<file path="src/rtl/ysyx_22040895_idu_stage_pkg.sv">
// Shared decode constants for the registered IDU stage: opcodes, CSR
// addresses and indices, immediate-type encoding and bundle width.
package ysyx_22040895_idu_stage_pkg;

    localparam logic [6:0] OP_LOAD     = 7'b0000011;
    localparam logic [6:0] OP_MISC_MEM = 7'b0001111;
    localparam logic [6:0] OP_IMM      = 7'b0010011;
    localparam logic [6:0] OP_AUIPC    = 7'b0010111;
    localparam logic [6:0] OP_IMM32    = 7'b0011011;
    localparam logic [6:0] OP_STORE    = 7'b0100011;
    localparam logic [6:0] OP_REG      = 7'b0110011;
    localparam logic [6:0] OP_LUI      = 7'b0110111;
    localparam logic [6:0] OP_REG32    = 7'b0111011;
    localparam logic [6:0] OP_BRANCH   = 7'b1100011;
    localparam logic [6:0] OP_JALR     = 7'b1100111;
    localparam logic [6:0] OP_JAL      = 7'b1101111;
    localparam logic [6:0] OP_SYSTEM   = 7'b1110011;

    localparam logic [11:0] CSR_MEPC    = 12'h341;
    localparam logic [11:0] CSR_MCAUSE  = 12'h342;
    localparam logic [11:0] CSR_MTVEC   = 12'h305;
    localparam logic [11:0] CSR_MSTATUS = 12'h300;

    localparam int unsigned CSR_IDX_MEPC    = 0;
    localparam int unsigned CSR_IDX_MCAUSE  = 1;
    localparam int unsigned CSR_IDX_MTVEC   = 2;
    localparam int unsigned CSR_IDX_MSTATUS = 3;

    localparam logic [31:0] INST_ECALL = 32'h0000_0073;
    localparam logic [31:0] INST_MRET  = 32'h3020_0073;

    typedef enum logic [2:0] {
        IMM_NONE,
        IMM_I,
        IMM_S,
        IMM_B,
        IMM_U,
        IMM_J
    } imm_type_e;

    // opcode + func3 + func7 + rs1 + rs2 + rd + csr_hit + is_ecall + is_mret
    localparam int unsigned BUNDLE_FIXED_W = 7 + 3 + 7 + 5 + 5 + 5 + 1 + 1 + 1;

    // pc and imm are XLEN wide each, plus the CSR index
    function automatic int unsigned bundle_w(input int unsigned xlen, input int unsigned csr_idx_w);
        return 2 * xlen + csr_idx_w + BUNDLE_FIXED_W;
    endfunction

    function automatic imm_type_e imm_type(input logic [6:0] op);
        case (op)
            OP_LOAD, OP_IMM, OP_IMM32, OP_JALR, OP_SYSTEM: return IMM_I;
            OP_STORE:                                      return IMM_S;
            OP_BRANCH:                                     return IMM_B;
            OP_LUI, OP_AUIPC:                              return IMM_U;
            OP_JAL:                                        return IMM_J;
            default:                                       return IMM_NONE;
        endcase
    endfunction

endpackage

</file>
<file path="src/rtl/ysyx_22040895_idu_stage_if.sv">
// Handshake and bundle signals between IFU, the IDU stage and EXU.
// master: upstream/downstream environment; slave: the IDU stage.
interface ysyx_22040895_idu_stage_if #(
    parameter int unsigned XLEN      = 64,
    parameter int unsigned CSR_IDX_W = 3
);
    logic                 flush_i;
    logic                 in_valid_i;
    logic                 in_ready_o;
    logic [31:0]          inst_i;
    logic [XLEN-1:0]      pc_i;
    logic                 out_valid_o;
    logic                 out_ready_i;
    logic [XLEN-1:0]      pc_o;
    logic [6:0]           opcode_o;
    logic [2:0]           func3_o;
    logic [6:0]           func7_o;
    logic [4:0]           rs1_o;
    logic [4:0]           rs2_o;
    logic [4:0]           rd_o;
    logic [XLEN-1:0]      imm_o;
    logic [CSR_IDX_W-1:0] csr_idx_o;
    logic                 csr_hit_o;
    logic                 is_ecall_o;
    logic                 is_mret_o;
    logic                 illegal_o;

    modport master (
        output flush_i, in_valid_i, inst_i, pc_i, out_ready_i,
        input  in_ready_o, out_valid_o, pc_o, opcode_o, func3_o, func7_o,
               rs1_o, rs2_o, rd_o, imm_o, csr_idx_o, csr_hit_o,
               is_ecall_o, is_mret_o, illegal_o
    );

    modport slave (
        input  flush_i, in_valid_i, inst_i, pc_i, out_ready_i,
        output in_ready_o, out_valid_o, pc_o, opcode_o, func3_o, func7_o,
               rs1_o, rs2_o, rd_o, imm_o, csr_idx_o, csr_hit_o,
               is_ecall_o, is_mret_o, illegal_o
    );

endinterface

</file>
<file path="src/rtl/ysyx_22040895_idu_dec.sv">
// Combinational RV instruction decoder: fields, sign-extended immediate,
// CSR index lookup and ecall/mret flags.
// Optional illegal-instruction detection: YSYX_22040895_ILLEGAL_DET_EN.
module ysyx_22040895_idu_dec
    import ysyx_22040895_idu_stage_pkg::*;
#(
    parameter int unsigned XLEN      = 64,
    parameter int unsigned CSR_IDX_W = 3
) (
    input  logic [31:0]          inst_i,
    output logic [6:0]           opcode_o,
    output logic [2:0]           func3_o,
    output logic [6:0]           func7_o,
    output logic [4:0]           rs1_o,
    output logic [4:0]           rs2_o,
    output logic [4:0]           rd_o,
    output logic [XLEN-1:0]      imm_o,
    output logic [CSR_IDX_W-1:0] csr_idx_o,
    output logic                 csr_hit_o,
    output logic                 is_ecall_o,
    output logic                 is_mret_o
`ifdef YSYX_22040895_ILLEGAL_DET_EN
    ,
    output logic                 illegal_o
`endif
);

    logic signed [31:0] imm32;

    assign opcode_o   = inst_i[6:0];
    assign rd_o       = inst_i[11:7];
    assign func3_o    = inst_i[14:12];
    assign rs1_o      = inst_i[19:15];
    assign rs2_o      = inst_i[24:20];
    assign func7_o    = inst_i[31:25];
    assign is_ecall_o = (inst_i == INST_ECALL);
    assign is_mret_o  = (inst_i == INST_MRET);

    // Every format fits a sign-extended 32-bit value; widen it to XLEN once.
    assign imm_o = XLEN'(imm32);

    // Immediate formatting selected by opcode class
    always_comb begin
        imm32 = '0;
        case (imm_type(inst_i[6:0]))
            IMM_I:   imm32 = {{20{inst_i[31]}}, inst_i[31:20]};
            IMM_S:   imm32 = {{20{inst_i[31]}}, inst_i[31:25], inst_i[11:7]};
            IMM_B:   imm32 = {{19{inst_i[31]}}, inst_i[31], inst_i[7], inst_i[30:25], inst_i[11:8], 1'b0};
            IMM_U:   imm32 = {inst_i[31:12], 12'b0};
            IMM_J:   imm32 = {{11{inst_i[31]}}, inst_i[31], inst_i[19:12], inst_i[20], inst_i[30:21], 1'b0};
            default: imm32 = '0;
        endcase
    end

    // CSR address to internal index; misses map to index 0
    always_comb begin
        csr_idx_o = '0;
        csr_hit_o = 1'b0;
        case (inst_i[31:20])
            CSR_MEPC:    begin csr_idx_o = CSR_IDX_W'(CSR_IDX_MEPC);    csr_hit_o = 1'b1; end
            CSR_MCAUSE:  begin csr_idx_o = CSR_IDX_W'(CSR_IDX_MCAUSE);  csr_hit_o = 1'b1; end
            CSR_MTVEC:   begin csr_idx_o = CSR_IDX_W'(CSR_IDX_MTVEC);   csr_hit_o = 1'b1; end
            CSR_MSTATUS: begin csr_idx_o = CSR_IDX_W'(CSR_IDX_MSTATUS); csr_hit_o = 1'b1; end
            default:     begin csr_idx_o = '0;                          csr_hit_o = 1'b0; end
        endcase
    end

`ifdef YSYX_22040895_ILLEGAL_DET_EN
    // Unknown opcode, non-32-bit encoding, or an unsupported SYSTEM func3=0 form
    always_comb begin
        illegal_o = 1'b0;
        if (inst_i[1:0] != 2'b11) begin
            illegal_o = 1'b1;
        end
        if (!(inst_i[6:0] inside {OP_LOAD, OP_MISC_MEM, OP_IMM, OP_AUIPC, OP_IMM32, OP_STORE,
                                  OP_REG, OP_LUI, OP_REG32, OP_BRANCH, OP_JALR, OP_JAL,
                                  OP_SYSTEM})) begin
            illegal_o = 1'b1;
        end
        if ((inst_i[6:0] == OP_SYSTEM) && (inst_i[14:12] == 3'b000) &&
            !is_ecall_o && !is_mret_o) begin
            illegal_o = 1'b1;
        end
    end
`endif

endmodule

</file>
<file path="src/rtl/ysyx_22040895_idu_stage.sv">
// Registered IDU stage: decodes the incoming beat and holds it in a main
// register backed by a one-entry skid register (valid/ready, 1-cycle latency).
// Optional illegal-instruction flag: YSYX_22040895_ILLEGAL_DET_EN.
module ysyx_22040895_idu_stage
    import ysyx_22040895_idu_stage_pkg::*;
#(
    parameter int unsigned XLEN      = 64,
    parameter int unsigned CSR_IDX_W = 3
) (
    input  logic                     clk,
    input  logic                     rst,
    ysyx_22040895_idu_stage_if.slave bus
);

`ifdef YSYX_22040895_ILLEGAL_DET_EN
    localparam int unsigned BW = bundle_w(XLEN, CSR_IDX_W) + 1;
`else
    localparam int unsigned BW = bundle_w(XLEN, CSR_IDX_W);
`endif

    logic [6:0]           dec_opcode;
    logic [2:0]           dec_func3;
    logic [6:0]           dec_func7;
    logic [4:0]           dec_rs1;
    logic [4:0]           dec_rs2;
    logic [4:0]           dec_rd;
    logic [XLEN-1:0]      dec_imm;
    logic [CSR_IDX_W-1:0] dec_csr_idx;
    logic                 dec_csr_hit;
    logic                 dec_ecall;
    logic                 dec_mret;
    logic [BW-1:0]        in_bundle;

    logic                 main_v_q, main_v_d;
    logic                 skid_v_q, skid_v_d;
    logic [BW-1:0]        main_q, main_d;
    logic [BW-1:0]        skid_q, skid_d;
    logic                 accept;
    logic                 drain;

`ifdef YSYX_22040895_ILLEGAL_DET_EN
    logic                 dec_illegal;
`endif

    ysyx_22040895_idu_dec #(
        .XLEN      (XLEN),
        .CSR_IDX_W (CSR_IDX_W)
    ) u_dec (
        .inst_i     (bus.inst_i),
        .opcode_o   (dec_opcode),
        .func3_o    (dec_func3),
        .func7_o    (dec_func7),
        .rs1_o      (dec_rs1),
        .rs2_o      (dec_rs2),
        .rd_o       (dec_rd),
        .imm_o      (dec_imm),
        .csr_idx_o  (dec_csr_idx),
        .csr_hit_o  (dec_csr_hit),
        .is_ecall_o (dec_ecall),
        .is_mret_o  (dec_mret)
`ifdef YSYX_22040895_ILLEGAL_DET_EN
        ,
        .illegal_o  (dec_illegal)
`endif
    );

`ifdef YSYX_22040895_ILLEGAL_DET_EN
    assign in_bundle = {dec_illegal, bus.pc_i, dec_opcode, dec_func3, dec_func7, dec_rs1,
                        dec_rs2, dec_rd, dec_imm, dec_csr_idx, dec_csr_hit, dec_ecall, dec_mret};
    assign {bus.illegal_o, bus.pc_o, bus.opcode_o, bus.func3_o, bus.func7_o, bus.rs1_o,
            bus.rs2_o, bus.rd_o, bus.imm_o, bus.csr_idx_o, bus.csr_hit_o, bus.is_ecall_o,
            bus.is_mret_o} = main_q;
`else
    assign in_bundle = {bus.pc_i, dec_opcode, dec_func3, dec_func7, dec_rs1,
                        dec_rs2, dec_rd, dec_imm, dec_csr_idx, dec_csr_hit, dec_ecall, dec_mret};
    assign {bus.pc_o, bus.opcode_o, bus.func3_o, bus.func7_o, bus.rs1_o,
            bus.rs2_o, bus.rd_o, bus.imm_o, bus.csr_idx_o, bus.csr_hit_o, bus.is_ecall_o,
            bus.is_mret_o} = main_q;
    assign bus.illegal_o = 1'b0;
`endif

    // Ready depends only on the registered skid state
    assign bus.in_ready_o  = !skid_v_q;
    assign bus.out_valid_o = main_v_q;
    assign accept          = bus.in_valid_i && !skid_v_q;
    assign drain           = main_v_q && bus.out_ready_i;

    // Next-state for main/skid: flush first, then skid refill, then direct load, then stall capture
    always_comb begin
        main_v_d = main_v_q;
        skid_v_d = skid_v_q;
        main_d   = main_q;
        skid_d   = skid_q;
        if (bus.flush_i) begin
            main_v_d = 1'b0;
            skid_v_d = 1'b0;
        end else if (drain && skid_v_q) begin
            // accept is impossible here since in_ready is low while skid is full
            main_d   = skid_q;
            main_v_d = 1'b1;
            skid_v_d = 1'b0;
        end else if (accept && (!main_v_q || drain)) begin
            main_d   = in_bundle;
            main_v_d = 1'b1;
        end else if (accept) begin
            skid_d   = in_bundle;
            skid_v_d = 1'b1;
        end else if (drain) begin
            main_v_d = 1'b0;
        end
    end

    // Bundle and valid registers with asynchronous active-low clear
    always_ff @(posedge clk or negedge rst) begin
        if (!rst) begin
            main_v_q <= 1'b0;
            skid_v_q <= 1'b0;
            main_q   <= '0;
            skid_q   <= '0;
        end else begin
            main_v_q <= main_v_d;
            skid_v_q <= skid_v_d;
            main_q   <= main_d;
            skid_q   <= skid_d;
        end
    end

endmodule
</file>
<file path="src/flat_wrapper.sv">
// flat-port wrapper written by rule: the top's interface ports become plain ports
module ysyx_22040895_idu_stage_flat import ysyx_22040895_idu_stage_pkg::*;
#(
    parameter int unsigned XLEN      = 64,
    parameter int unsigned CSR_IDX_W = 3
)
  (clk, rst, bus_flush_i, bus_in_valid_i, bus_inst_i, bus_pc_i, bus_out_ready_i, bus_in_ready_o, bus_out_valid_o, bus_pc_o, bus_opcode_o, bus_func3_o, bus_func7_o, bus_rs1_o, bus_rs2_o, bus_rd_o, bus_imm_o, bus_csr_idx_o, bus_csr_hit_o, bus_is_ecall_o, bus_is_mret_o, bus_illegal_o);
  ysyx_22040895_idu_stage_if #(.XLEN(XLEN), .CSR_IDX_W(CSR_IDX_W)) bus_i ();
  input  logic clk;
  input  logic rst;
  input wire logic [$bits(bus_i.flush_i)-1:0] bus_flush_i;
  input wire logic [$bits(bus_i.in_valid_i)-1:0] bus_in_valid_i;
  input wire logic [$bits(bus_i.inst_i)-1:0] bus_inst_i;
  input wire logic [$bits(bus_i.pc_i)-1:0] bus_pc_i;
  input wire logic [$bits(bus_i.out_ready_i)-1:0] bus_out_ready_i;
  output wire logic [$bits(bus_i.in_ready_o)-1:0] bus_in_ready_o;
  output wire logic [$bits(bus_i.out_valid_o)-1:0] bus_out_valid_o;
  output wire logic [$bits(bus_i.pc_o)-1:0] bus_pc_o;
  output wire logic [$bits(bus_i.opcode_o)-1:0] bus_opcode_o;
  output wire logic [$bits(bus_i.func3_o)-1:0] bus_func3_o;
  output wire logic [$bits(bus_i.func7_o)-1:0] bus_func7_o;
  output wire logic [$bits(bus_i.rs1_o)-1:0] bus_rs1_o;
  output wire logic [$bits(bus_i.rs2_o)-1:0] bus_rs2_o;
  output wire logic [$bits(bus_i.rd_o)-1:0] bus_rd_o;
  output wire logic [$bits(bus_i.imm_o)-1:0] bus_imm_o;
  output wire logic [$bits(bus_i.csr_idx_o)-1:0] bus_csr_idx_o;
  output wire logic [$bits(bus_i.csr_hit_o)-1:0] bus_csr_hit_o;
  output wire logic [$bits(bus_i.is_ecall_o)-1:0] bus_is_ecall_o;
  output wire logic [$bits(bus_i.is_mret_o)-1:0] bus_is_mret_o;
  output wire logic [$bits(bus_i.illegal_o)-1:0] bus_illegal_o;
  assign bus_i.flush_i = bus_flush_i;
  assign bus_i.in_valid_i = bus_in_valid_i;
  assign bus_i.inst_i = bus_inst_i;
  assign bus_i.pc_i = bus_pc_i;
  assign bus_i.out_ready_i = bus_out_ready_i;
  assign bus_in_ready_o = bus_i.in_ready_o;
  assign bus_out_valid_o = bus_i.out_valid_o;
  assign bus_pc_o = bus_i.pc_o;
  assign bus_opcode_o = bus_i.opcode_o;
  assign bus_func3_o = bus_i.func3_o;
  assign bus_func7_o = bus_i.func7_o;
  assign bus_rs1_o = bus_i.rs1_o;
  assign bus_rs2_o = bus_i.rs2_o;
  assign bus_rd_o = bus_i.rd_o;
  assign bus_imm_o = bus_i.imm_o;
  assign bus_csr_idx_o = bus_i.csr_idx_o;
  assign bus_csr_hit_o = bus_i.csr_hit_o;
  assign bus_is_ecall_o = bus_i.is_ecall_o;
  assign bus_is_mret_o = bus_i.is_mret_o;
  assign bus_illegal_o = bus_i.illegal_o;
  ysyx_22040895_idu_stage #(.XLEN(XLEN), .CSR_IDX_W(CSR_IDX_W)) u_core (.clk(clk), .rst(rst), .bus(bus_i));
endmodule
</file>
<file path="config.mk">
export PLATFORM = sky130hd
export DESIGN_NAME = ysyx_22040895_idu_stage_flat
export DESIGN_NICKNAME = d
export VERILOG_FILES = /design/src/rtl/ysyx_22040895_idu_stage_pkg.sv /design/src/rtl/ysyx_22040895_idu_stage_if.sv /design/src/rtl/ysyx_22040895_idu_dec.sv /design/src/rtl/ysyx_22040895_idu_stage.sv /design/src/flat_wrapper.sv
export SDC_FILE = /design/constraint.sdc
export NUM_CORES = 1
export LEC_CHECK = 0
export BUFFER_PORTS_ARGS = -buffer_cell sky130_fd_sc_hd__buf_2
export CAP_MARGIN = 10
export CORE_ASPECT_RATIO = 1.2
export CORE_MARGIN = 8
export CORE_UTILIZATION = 55
export CTS_CLUSTER_SIZE = 28
export DETAILED_ROUTE_END_ITERATION = 8
export PLACE_DENSITY = 0.88
export SKIP_LAST_GASP = 1
export SLEW_MARGIN = 30
export SYNTH_ARGS = -nofsm -noshare
export SYNTH_HDL_FRONTEND = slang
export SYNTH_SLANG_ARGS = --single-unit
</file>
<file path="constraint.sdc">
create_clock -name clk -period 4 [get_ports clk]
set_input_delay 0.6 -clock clk [delete_from_list [all_inputs] [get_ports clk]]
set_output_delay 0.6 -clock clk [all_outputs]
set_load 0.05 [all_outputs]
</file>
==> impl_results.md <==
- Status: finished, final reports clean
- Main synth FF type: dfrtp_1
- PostCTS Resize Cnt: 0
- CTS tree: done
- Clock slew at reported path FFs: 0.06 ns
- Synth top area share: 58.0%
- TritonRoute pass-1 iters: 5
- Critical path class: register to register
- Crit path required time: 4.42 ns
- Worst setup SP type: register
- Achievable Freq: 0.416 GHz
- DRC viols: 0
- Max-cap violation count: 0
- Via/cell ratio: 5.74
- Die area: 25900 um2
- Area growth syn-to-layout: 18.2%
- Most common cell in the netlist: nand2_1
- TritonCTS buffer count: 27
- # diodes: 0
- Slew HR: 35.4%
- EDFF count, synth: 0
- TNS Setup: 0 ns
- DRT antenna net count: 0
- Ranking of synthesized cells by area: dfrtp_1, nand2_1, a31oi_1
- Hold crit path type: primary input to asynchronous set/reset pin
- Pin count of the biggest net entering global routing: 116
- Asr flop ratio synth: 100%
- Placement Cell Area: 12700 um2
- Final wirelength: 31900 um
- Total core area: 20800 um2
- # IOs: 270
- Initial antenna violation count: 0
- 1st-iter DRT viols: 983
- Yosys cell types: 48
- Vias in the first global route: 9949
- Max FO, Critical Path: 115
- Pwr/cell area: 641 nW/um2
- Fin. Hold Viols: 0
- R2r setup slk: 1.59 ns
- Flops & latches, synth: 268
- Ys Warns: 0
- Final cycle utilization of the critical path: 60.2%
- Post-DP HPWL: 21500 um
- PortBufs: 267
- Mean Syn Cell Area: 9.15 um2
- Final #Nets: 1548
- Global-route wire length before repair: 50800 um
- H-tree lvl count: 1
- Unrepaired setup endpoints after global routing: no
- DP Worst Slack: 1.29 ns
- P_leak: 6.49 nW
- Hold Buf Count CTS: 0
- CTS Buffer Depth: 3
- Die Wd: 148 um
- Clk_lat worst skew: 0.52 ns
- WL/cell: 18.4 um
- CTS root buf: clkbuf_16
- Crit path DAT: 2.82 ns
- Routability-driven placement congestion ratio: 0.840
- Tmin final: 2.41 ns
- Clock skew: 0.0112 ns
- Starting Density: 55.5%
- Non-Filler Instances: 1737
- CP endpoint kind: register
- Fill count: 1624
- Share of cells above drive strength 1: 23.1%
- Routed via count: 9966
- Final setup margin: 1.59 ns
- Finished layout cell area: 13700 um2
- Max-slew violations: 0
- Cells after Synth: 1264
- Die height: 175 um
- Max IR drop VDD: 463 uV
- # setup viols final: 0
- GRT Overall Usage: 23.9%
- GR Overflow Total: 0
- Sink Count: 268
- Commonest cells in the netlist: nand2_1, dfrtp_1, nor2_1
- Row Count: 58
- Post CTS Setup Buffer Count: 0
- Mapped Area: 11600 um2
- Worst Tran Pin Value: 0.969 ns
- Post-synthesis sequential area ratio: 58.0%
- Placed Cells: 1688
- Area leader, netlist: dfrtp_1
- Pwr Total: 8.76 mW
==> critical path, stage by stage, from the launching register on <==
cell	delay (ns)
dfrtp_1	0.45
inv_1	0.12
nand2_1	0.14
a211oi_4	0.40
buf_12	0.43
nand4_2	0.36
o21ai_0	0.32
==> flip-flops by register name, indices dropped and copies added, names as in the netlist <==
name and cells:
u_core.bus.out_valid_o 1, u_core.main_q 133, u_core.skid_q 133, u_core.skid_v_q 1
==> cell families after synthesis <==
group | Yosys count | share of synthesized area [%]
XOR/XNOR | 4 | 0.303
AO/OA/AOI/OAI | 335 | 16.5
AND/OR/NAND/NOR | 516 | 18.0
multiplexers | 4 | 0.346
other | 1 | 0.0324
buffers and inverters | 136 | 6.80
flip-flops | 268 | 58.0
==> where the power goes <==
part	switching [mW]	internal, mW
logic	1.86	0.553
registers	0.317	3.26
clock network	1.04	1.73
total	3.22	5.54
==> cells in the final DEF (no fill, tap or decap), types with 3 or more instances in the layout <==
master     instances
a21oi_1           53
a22oi_1            7
a31oi_1           98
buf_12             3
buf_2            266
buf_4             10
bufinv_16          5
clkbuf_1           3
clkbuf_16         27
clkbuf_8           9
dfrtp_1          268
inv_1              8
mux2i_1            4
nand2_1          342
nand3_1            8
nand4_1            4
nand4b_1           3
nor2_1           131
nor3_1             3
nor3b_1            3
nor4_1             5
o21ai_0           90
o21ai_1           50
o22ai_1           24
or3_1              3
==> area by class of cell <==
| type | count | area, um2 | share of cell area (%) |
|---|---|---|---|
| inverters | 8 | 30.0 | 0.220 |
| clock inverters | 10 | 189 | 1.38 |
| clock buffers | 39 | 811 | 5.93 |
| multi-input cells | 861 | 4100 | 30.0 |
| well taps | 270 | 338 | 2.47 |
| repair buffers | 281 | 1490 | 10.9 |
| flip-flops and latches | 268 | 6710 | 49.1 |
==> stage by stage <==
stage	utilization, %	hold WS, ns
after CTS	65.6	0.105
after floorplan	-	0.304
after detailed placement	60.8	0.464
after global placement	60.8	0.461
after global routing	65.6	0.129
final	65.6	0.0717
==> metal layers <==
metal,GRT usage [%],wire length (um)
met1,28.9,12100
met2,41.5,15900
met4,8.94,1090
met5,0,0
met3,4.61,2830
==> worst paths after layout <==
check                              startpoint  cells past startpoint                  to
min                                       rst                      1   u_core.main_q[99]
max                           u_core.skid_v_q                      6   u_core.main_q[15]
max reg2reg                   u_core.skid_v_q                      6   u_core.main_q[15]
min in group clk                 bus_pc_i[13]                      3  u_core.skid_q[115]
min reg2reg                u_core.skid_q[100]                      2  u_core.skid_q[100]
max in group asynchronous                 rst                      2  u_core.skid_q[116]
Power figures use the tool's default switching activity.
